`src/rtl/sram_port_arbiter_pkg.sv`:
```
// Shared types and constants for the sample-SRAM port arbiter and its picker.
package sram_port_arbiter_pkg;

    localparam int AW_DEF     = 12;
    localparam int DW_DEF     = 16;
    localparam int SRAM_DEPTH = 4096;

    typedef enum logic [0:0] {
        ARB    = 1'b0,
        LOCKED = 1'b1
    } arb_state_t;

    typedef logic [1:0] req_id_t;

    // Successor of a requester id, wrapping at nreq.
    function automatic req_id_t wrap_inc(input req_id_t id, input int unsigned nreq);
        wrap_inc = ((32'(id) + 32'd1) >= nreq) ? 2'd0 : (id + 2'd1);
    endfunction

endpackage

```
`src/rtl/sram_port_arbiter_if.sv`:
```
// Requester-side bus of the SRAM arbiter: packed request lanes plus read response.
interface sram_port_arbiter_if #(
    parameter int NREQ = 3,
    parameter int AW   = 12,
    parameter int DW   = 16
);
    logic [NREQ-1:0]    req_valid;
    logic [NREQ-1:0]    req_we;
    logic [NREQ-1:0]    req_lock;
    logic [NREQ*AW-1:0] req_addr;
    logic [NREQ*DW-1:0] req_wdata;
    logic [NREQ-1:0]    req_ready;
    logic [NREQ-1:0]    rsp_valid;
    logic [DW-1:0]      rsp_data;

    modport master (
        output req_valid, req_we, req_lock, req_addr, req_wdata,
        input  req_ready, rsp_valid, rsp_data
    );

    modport slave (
        input  req_valid, req_we, req_lock, req_addr, req_wdata,
        output req_ready, rsp_valid, rsp_data
    );
endinterface

```
`src/rtl/sram_port_arbiter_rr_arb_pick.sv`:
```
// Combinational round-robin picker: first valid requester at or after ptr.
module rr_arb_pick
    import sram_port_arbiter_pkg::*;
#(
    parameter int NREQ = 3
) (
    input  logic [NREQ-1:0] valid,
    input  req_id_t         ptr,
    output logic [NREQ-1:0] gnt,
    output req_id_t         id
);
    logic       found_s;
    logic [1:0] idx_s;

    // Scan NREQ slots starting at ptr and keep the first valid one.
    always_comb begin
        gnt     = '0;
        id      = 2'd0;
        found_s = 1'b0;
        idx_s   = 2'd0;
        for (int k = 0; k < NREQ; k++) begin
            idx_s = 2'((32'(ptr) + 32'(k)) % 32'(NREQ));
            if (!found_s && valid[idx_s]) begin
                found_s    = 1'b1;
                gnt[idx_s] = 1'b1;
                id         = idx_s;
            end else begin
                found_s = found_s;
            end
        end
    end
endmodule

```
`src/rtl/sram_port_arbiter.sv`:
```
// Round-robin arbiter with optional burst lock sharing one sync SRAM between NREQ requesters.
module sram_port_arbiter
    import sram_port_arbiter_pkg::*;
#(
    parameter int NREQ     = 3,
    parameter int AW       = AW_DEF,
    parameter int DW       = DW_DEF,
    parameter int RSP_REG  = 1,
    parameter int LOCK_MAX = 0
) (
    input  logic                 clk,
    input  logic                 rst_n,
    sram_port_arbiter_if.slave   bus,
    output req_id_t              grant_id,
    output logic                 locked,
    output logic                 mem_cs,
    output logic                 mem_web,
    output logic [AW-1:0]        mem_a,
    output logic [DW-1:0]        mem_di,
    output logic                 mem_oe,
    input  logic [DW-1:0]        mem_do
);
    arb_state_t      state_r, state_s;
    req_id_t         owner_r, owner_s;
    req_id_t         rr_ptr_r, rr_ptr_s;
    logic [15:0]     lock_cnt_r, lock_cnt_s;

    logic [NREQ-1:0] pick_gnt_s;
    req_id_t         pick_id_s;
    logic [NREQ-1:0] ready_s;
    req_id_t         acc_id_s;
    int              acc_idx_s;
    logic            accept_s;
    logic            acc_we_s;
    logic [AW-1:0]   acc_addr_s;
    logic [DW-1:0]   acc_wdata_s;

    logic            v1_r, v2_r, v3_r;
    req_id_t         id1_r, id2_r, id3_r;
    logic [DW-1:0]   rsp_data_r;
    logic            rsp_v_s;
    req_id_t         rsp_id_s;
    logic [DW-1:0]   rsp_d_s;

    rr_arb_pick #(.NREQ(NREQ)) u_pick (
        .valid (bus.req_valid),
        .ptr   (rr_ptr_r),
        .gnt   (pick_gnt_s),
        .id    (pick_id_s)
    );

    // Grant vector: picker in ARB, owner only while locked, nothing during reset.
    always_comb begin
        ready_s  = '0;
        acc_id_s = pick_id_s;
        if (!rst_n) begin
            ready_s = '0;
        end else if (state_r == LOCKED) begin
            ready_s[owner_r] = bus.req_valid[owner_r];
            acc_id_s         = owner_r;
        end else begin
            ready_s = pick_gnt_s;
        end
    end

    assign accept_s    = |(ready_s & bus.req_valid);
    assign acc_idx_s   = int'(acc_id_s);
    assign acc_we_s    = bus.req_we[acc_id_s];
    assign acc_addr_s  = bus.req_addr[acc_idx_s*AW +: AW];
    assign acc_wdata_s = bus.req_wdata[acc_idx_s*DW +: DW];

    // Arbitration FSM: lock entry on a locked beat, three release conditions.
    always_comb begin
        state_s    = state_r;
        owner_s    = owner_r;
        rr_ptr_s   = rr_ptr_r;
        lock_cnt_s = lock_cnt_r;
        case (state_r)
            ARB: begin
                if (accept_s) begin
                    rr_ptr_s = wrap_inc(acc_id_s, NREQ);
                    if (bus.req_lock[acc_id_s]) begin
                        state_s    = LOCKED;
                        owner_s    = acc_id_s;
                        lock_cnt_s = 16'd0;
                    end else begin
                        state_s = ARB;
                    end
                end else begin
                    state_s = ARB;
                end
            end
            LOCKED: begin
                lock_cnt_s = lock_cnt_r + 16'd1;
                if ((bus.req_valid[owner_r] && !bus.req_lock[owner_r]) ||
                    (!bus.req_valid[owner_r] && !bus.req_lock[owner_r]) ||
                    ((LOCK_MAX != 0) && (lock_cnt_r == 16'(LOCK_MAX - 1)))) begin
                    state_s  = ARB;
                    rr_ptr_s = wrap_inc(owner_r, NREQ);
                end else begin
                    state_s = LOCKED;
                end
            end
            default: state_s = ARB;
        endcase
    end

    // Arbitration state registers.
    always_ff @(posedge clk) begin
        if (!rst_n) begin
            state_r    <= ARB;
            owner_r    <= 2'd0;
            rr_ptr_r   <= 2'd0;
            lock_cnt_r <= 16'd0;
            grant_id   <= 2'd0;
        end else begin
            state_r    <= state_s;
            owner_r    <= owner_s;
            rr_ptr_r   <= rr_ptr_s;
            lock_cnt_r <= lock_cnt_s;
            if (accept_s) grant_id <= acc_id_s;
        end
    end

    // SRAM pin stage; address and data hold when idle.
    always_ff @(posedge clk) begin
        if (!rst_n) begin
            mem_cs  <= 1'b0;
            mem_web <= 1'b1;
            mem_a   <= '0;
            mem_di  <= '0;
        end else begin
            mem_cs  <= accept_s;
            mem_web <= accept_s ? ~acc_we_s : 1'b1;
            if (accept_s) begin
                mem_a  <= acc_addr_s;
                mem_di <= acc_wdata_s;
            end
        end
    end

    // Read id pipe follows the SRAM latency; optional output data register.
    always_ff @(posedge clk) begin
        if (!rst_n) begin
            v1_r       <= 1'b0;
            v2_r       <= 1'b0;
            v3_r       <= 1'b0;
            id1_r      <= 2'd0;
            id2_r      <= 2'd0;
            id3_r      <= 2'd0;
            rsp_data_r <= '0;
        end else begin
            v1_r  <= accept_s & ~acc_we_s;
            id1_r <= acc_id_s;
            v2_r  <= v1_r;
            id2_r <= id1_r;
            v3_r  <= v2_r;
            id3_r <= id2_r;
            if (v2_r) rsp_data_r <= mem_do;
        end
    end

    if (RSP_REG != 0) begin : g_rsp_reg
        assign rsp_v_s  = v3_r;
        assign rsp_id_s = id3_r;
        assign rsp_d_s  = rsp_data_r;
    end else begin : g_rsp_comb
        assign rsp_v_s  = v2_r;
        assign rsp_id_s = id2_r;
        assign rsp_d_s  = v2_r ? mem_do : '0;
    end

    // Steer the response pulse to the issuing requester.
    always_comb begin
        bus.rsp_valid = '0;
        if (rsp_v_s) begin
            bus.rsp_valid[rsp_id_s] = 1'b1;
        end else begin
            bus.rsp_valid = '0;
        end
    end

    assign bus.req_ready = ready_s;
    assign bus.rsp_data  = rsp_d_s;
    assign locked        = (state_r == LOCKED);
    assign mem_oe        = 1'b1;
endmodule

```
`src/flat_wrapper.sv`:
```
// flat-port wrapper written by rule: the top's interface ports become plain ports
module sram_port_arbiter_flat import sram_port_arbiter_pkg::*;
#(
    parameter int NREQ     = 3,
    parameter int AW       = AW_DEF,
    parameter int DW       = DW_DEF,
    parameter int RSP_REG  = 1,
    parameter int LOCK_MAX = 0
)
  (clk, rst_n, grant_id, locked, mem_cs, mem_web, mem_a, mem_di, mem_oe, mem_do, bus_req_valid, bus_req_we, bus_req_lock, bus_req_addr, bus_req_wdata, bus_req_ready, bus_rsp_valid, bus_rsp_data);
  sram_port_arbiter_if #(.NREQ(NREQ), .AW(AW), .DW(DW)) bus_i ();
  input  logic clk;
  input  logic rst_n;
  output req_id_t grant_id;
  output logic locked;
  output logic mem_cs;
  output logic mem_web;
  output logic [AW-1:0] mem_a;
  output logic [DW-1:0] mem_di;
  output logic mem_oe;
  input  logic [DW-1:0] mem_do;
  input wire logic [$bits(bus_i.req_valid)-1:0] bus_req_valid;
  input wire logic [$bits(bus_i.req_we)-1:0] bus_req_we;
  input wire logic [$bits(bus_i.req_lock)-1:0] bus_req_lock;
  input wire logic [$bits(bus_i.req_addr)-1:0] bus_req_addr;
  input wire logic [$bits(bus_i.req_wdata)-1:0] bus_req_wdata;
  output wire logic [$bits(bus_i.req_ready)-1:0] bus_req_ready;
  output wire logic [$bits(bus_i.rsp_valid)-1:0] bus_rsp_valid;
  output wire logic [$bits(bus_i.rsp_data)-1:0] bus_rsp_data;
  assign bus_i.req_valid = bus_req_valid;
  assign bus_i.req_we = bus_req_we;
  assign bus_i.req_lock = bus_req_lock;
  assign bus_i.req_addr = bus_req_addr;
  assign bus_i.req_wdata = bus_req_wdata;
  assign bus_req_ready = bus_i.req_ready;
  assign bus_rsp_valid = bus_i.rsp_valid;
  assign bus_rsp_data = bus_i.rsp_data;
  sram_port_arbiter #(.NREQ(NREQ), .AW(AW), .DW(DW), .RSP_REG(RSP_REG), .LOCK_MAX(LOCK_MAX)) u_core (.clk(clk), .rst_n(rst_n), .bus(bus_i), .grant_id(grant_id), .locked(locked), .mem_cs(mem_cs), .mem_web(mem_web), .mem_a(mem_a), .mem_di(mem_di), .mem_oe(mem_oe), .mem_do(mem_do));
endmodule
```
`config.mk`:
```
export PLATFORM = sky130hd
export DESIGN_NAME = sram_port_arbiter_flat
export DESIGN_NICKNAME = d
export VERILOG_FILES = /design/src/rtl/sram_port_arbiter_pkg.sv /design/src/rtl/sram_port_arbiter_if.sv /design/src/rtl/sram_port_arbiter_rr_arb_pick.sv /design/src/rtl/sram_port_arbiter.sv /design/src/flat_wrapper.sv
export SDC_FILE = /design/constraint.sdc
export NUM_CORES = 1
export LEC_CHECK = 0
export ABC_AREA = 1
export BUFFER_PORTS_ARGS = -buffer_cell sky130_fd_sc_hd__buf_2
export CELL_PAD_IN_SITES_DETAIL_PLACEMENT = 1
export CELL_PAD_IN_SITES_GLOBAL_PLACEMENT = 1
export CORE_MARGIN = 3
export CORE_UTILIZATION = 32
export DETAILED_ROUTE_END_ITERATION = 10
export HOLD_SLACK_MARGIN = 0.1
export MAX_ROUTING_LAYER = met4
export PLACE_DENSITY_LB_ADDON = 0.1
export SLEW_MARGIN = 20
export SYNTH_ARGS = -nofsm -noshare
export SYNTH_HDL_FRONTEND = slang
export SYNTH_SLANG_ARGS = --single-unit
```
`constraint.sdc`:
```
create_clock -name clk -period 5.4 [get_ports clk]
set_input_delay 0.54 -clock clk [delete_from_list [all_inputs] [get_ports clk]]
set_output_delay 0.54 -clock clk [all_outputs]
set_load 0.005 [all_outputs]
```
==> impl_summary.txt <==
----------------------------------------------------
[Detailed routing]
  Total length of routed wires ... 10560 um
  Number of vias in the routed layout ... 3626
  Remaining design rule violation count ... 0
  First-pass DRT Iterations ... 4
  Mean routed wirelength per cell ... 13.38 um
  Post-detailed-route via-to-cell ratio ... 4.596
  Final antenna-violating net count ... 0
  Violation count after the first detailed-route iteration ... 95

[Synthesis]
  Synthesized flop and latch total ... 62
  Synthesized cell area ... 3262 um^2
  Dominant combinational cell family by area after synthesis ... simple AND/OR/NAND/NOR gates
  Sequential fraction of the synthesis area ... 0.3805
  Post-synthesis share of cell area spent on xor and xnor gates ... 0
  Share of synthesized area spent on multiplexers ... 0
  Total of warnings raised by yosys ... 0
  Fraction of the mapped netlist area in compound gates ... 0.09168
  Simple-gate portion of the synthesized area ... 0.4219
  Adder and majority gate portion of the synthesized area ... 0.01534
  Gate count of the mapped netlist ... 500
  Number of nets produced by synthesis ... 615
  Number of different library cells in the post-synthesis netlist ... 30
  Post-synthesis area per instance ... 6.524 um^2

[Clock network]
  TritonCTS clock tree ... built
  Cts bufs inserted ... 9
  Count of instances resized after the clock tree is built ... 0
  Cts-stage hold buffer count ... 0
  H-tree levels ... 3
  Clock insertion delay at the later pin of the skew report ... 0.35 ns
  Sink count of the clock tree ... 62
  Worst-case clock buffer depth ... 2
  Clock-pin slew on the worst setup and hold paths ... 0.08 ns
  Buffers inserted by post-CTS timing repair ... 0
  Clock root buffer ... clkbuf_8

[Job]
  Number of violations of the max-capacitance limit ... 0

[Pwr]
  Power density over the cells ... 568.3 nW/um^2
  Worst supply voltage drop on vdd ... 0.2126 mV
  Leakage power ... 0.002329 uW

[Timing]
  Max-slew violations ... 0
  Unrepaired setup endpoints after global routing ... no
  TNS Setup ... 0 ns
  Fin crit share ... 0.5572
  Final setup violation count ... 0
  Slew headroom ... 0.3683
  Final setup slack of the worst path ... 2.391 ns
  Transition time of the tightest slew-check pin ... 0.9475 ns
  Final-report hold violation count ... 0
  Final Skew ... 0.01000 ns
  Maximum achievable frequency ... 0.3323 GHz
  Minimum period implied by the final worst setup slack ... 3.009 ns

[Layout]
  Area Overhead vs Synth ... 31.88%
  Area taken by flip-flops and latches ... 1241 um^2
  Share of cells above drive strength 1 ... 0.3186
  Final net count ... 766
  Filler Cells Inserted ... 1358
  Area used by multi-input combinational logic ... 1729 um^2
  Number of antenna repair diodes ... 0

[GRT]
  Overall global routing resource usage ... 0.1923
  Number of antenna violations at the first check in global routing ... 0
  Pin count of the biggest net entering global routing ... 63
  Vias in the first global route ... 3672
  Total congestion overflow after global routing ... 0
  First-pass GRT wire length ... 17280 um

[Worst setup path]
  Crit path max fanout ... 36
  Worst Setup Path Type ... reg2reg
  Worst Path Arrival ... 3.25 ns
  Startpoint class of the critical path ... flop
  Worst Path Required ... 5.64 ns
  Nature of the critical path endpoint ... flop

[Floorplan]
  Starting utilization of the core area ... 0.3307
  Horiz. Die Dim ... 107.0 um
  Die Footprint ... 11440 um^2
  I/O pin count ... 167
  Rows ... 36
  Die Span Y ... 107.0 um
  Core footprint ... 9864 um^2

[Placement]
  Post-DP HPWL ... 7915 um
  Worst-case setup slack after placement ... 2.329 ns
  Buffers added on ports ... 165
  Routability congestion estimate from global placement ... 0.8481

[Hold path]
  Worst min-delay path class ... in2reg

[Run status]
  Result of the run ... completed

----------------------------------------------------
## cells in the final DEF, fill, tap and decap left out, types with 4 or more instances in the layout
cell type  instances
nand2_4            4
buf_2            165
ha_1               4
clkbuf_8          10
nand2_1          125
nand2_2           10
inv_2              5
nand3_1           51
nor2_1           109
nand4_1            6
dfxtp_1           62
o21ai_0           48
inv_1             28
## report_power, final
group          switching [uW]  internal, uW
Combinational             898           466
Sequential               72.5           579
Clock                     200           229
Total                    1170          1270
## stage by stage
stage | hold WS (ns) | utilization | total power (uW) | cell area (um^2) | cells
floorplan | 0.3905 | - | 1760 | 3262 | 500
global placement | 0.3936 | 0.4150 | 2040 | 4094 | 773
detailed placement | 0.4003 | 0.4150 | 2071 | 4094 | 773
CTS | 0.3938 | 0.4361 | 2505 | 4302 | 789
global route | 0.4084 | 0.4361 | 2737 | 4302 | 789
finish | 0.4145 | 0.4361 | 2445 | 4302 | 789
## cells in the mapped netlist
cell type,number,area share
buf_4,4,0.0092
a211oi_1,1,0.0023
buf_2,6,0.0092
nand2_2,10,0.019
nor2_2,2,0.0038
nand2_4,4,0.014
a21oi_1,2,0.0031
nand3_1,51,0.078
nand3b_1,2,0.0046
nor3_1,2,0.0031
inv_1,28,0.032
nand3_2,3,0.0092
ha_1,4,0.015
nor2_1,109,0.13
o31ai_1,2,0.0046
buf_12,1,0.0061
inv_2,5,0.0058
o21ai_0,48,0.074
conb_1,1,0.0011
buf_6,4,0.014
o21ai_1,2,0.0031
clkbuf_2,1,0.0015
a22oi_1,1,0.0023
dfxtp_1,62,0.38
nand2_1,125,0.14
nor3b_1,1,0.0023
o21ai_2,1,0.0027
nand4_1,6,0.012
clkbuf_1,10,0.012
nor2_4,2,0.0069
## per-layer routing
metal  track usage  vias to the layer above  share of wire
met5             -                        -              0
met1        0.2257                     1628           0.44
met2        0.3305                       96           0.49
met3       0.04094                       13          0.052
li1              -                     1889              -
met4       0.05936                        0          0.015
## critical path, cell delays in order, from the launching register on
cell	delay [ns]
dfxtp_1	0.38
inv_1	0.08
ha_1	0.38
inv_1	0.17
nand2_1	0.08
nand3_1	0.06
nand2_1	0.11
nand2_4	0.10
nand2_1	0.05
nand2_1	0.10
nand3_1	0.10
nand4_1	0.16
nand3_2	0.55
nand3_1	0.38
nand2_1	0.08
nand2_1	0.06
nor2_1	0.05
## layout make-up
class | instances | area share
clock buffers | 10 | 0.03200
clock inverters | 6 | 0.01629
inverters | 33 | 0.02880
multi-input cells | 379 | 0.4020
flip-flops and latches | 62 | 0.2885
well taps | 133 | 0.03869
repair buffers | 166 | 0.1937
## logic make-up after synthesis
group / count (synthesis)
simple gates: 317
flops: 62
buf+inv: 59
compound gates: 57
fa+ha+maj: 4
other cells: 1
## registers in the layout (all words and copies together) (netlist names), 2 cells and up
| signal | count |
|---|---|
| u_core.id2_r | 2 |
| u_core.bus.rsp_data | 16 |
| u_core.grant_id | 2 |
| u_core.rr_ptr_r | 2 |
| u_core.id1_r | 2 |
| u_core.id3_r | 2 |
| u_core.mem_di | 16 |
| u_core.mem_a | 12 |
| u_core.owner_r | 2 |
## worst paths after layout
check                     startpoint                      to  slack, ns  cells past startpoint
setup reg to reg  u_core.rr_ptr_r[0]       u_core.owner_r[0]       2.39                     16
hold / removal             mem_do[1]  u_core.bus.rsp_data[1]       0.41                      3
setup / recovery  u_core.rr_ptr_r[0]       u_core.owner_r[0]       2.39                     16
hold reg to reg      u_core.id1_r[0]         u_core.id2_r[0]       0.42                      2
Power figures use the tool's default switching activity.
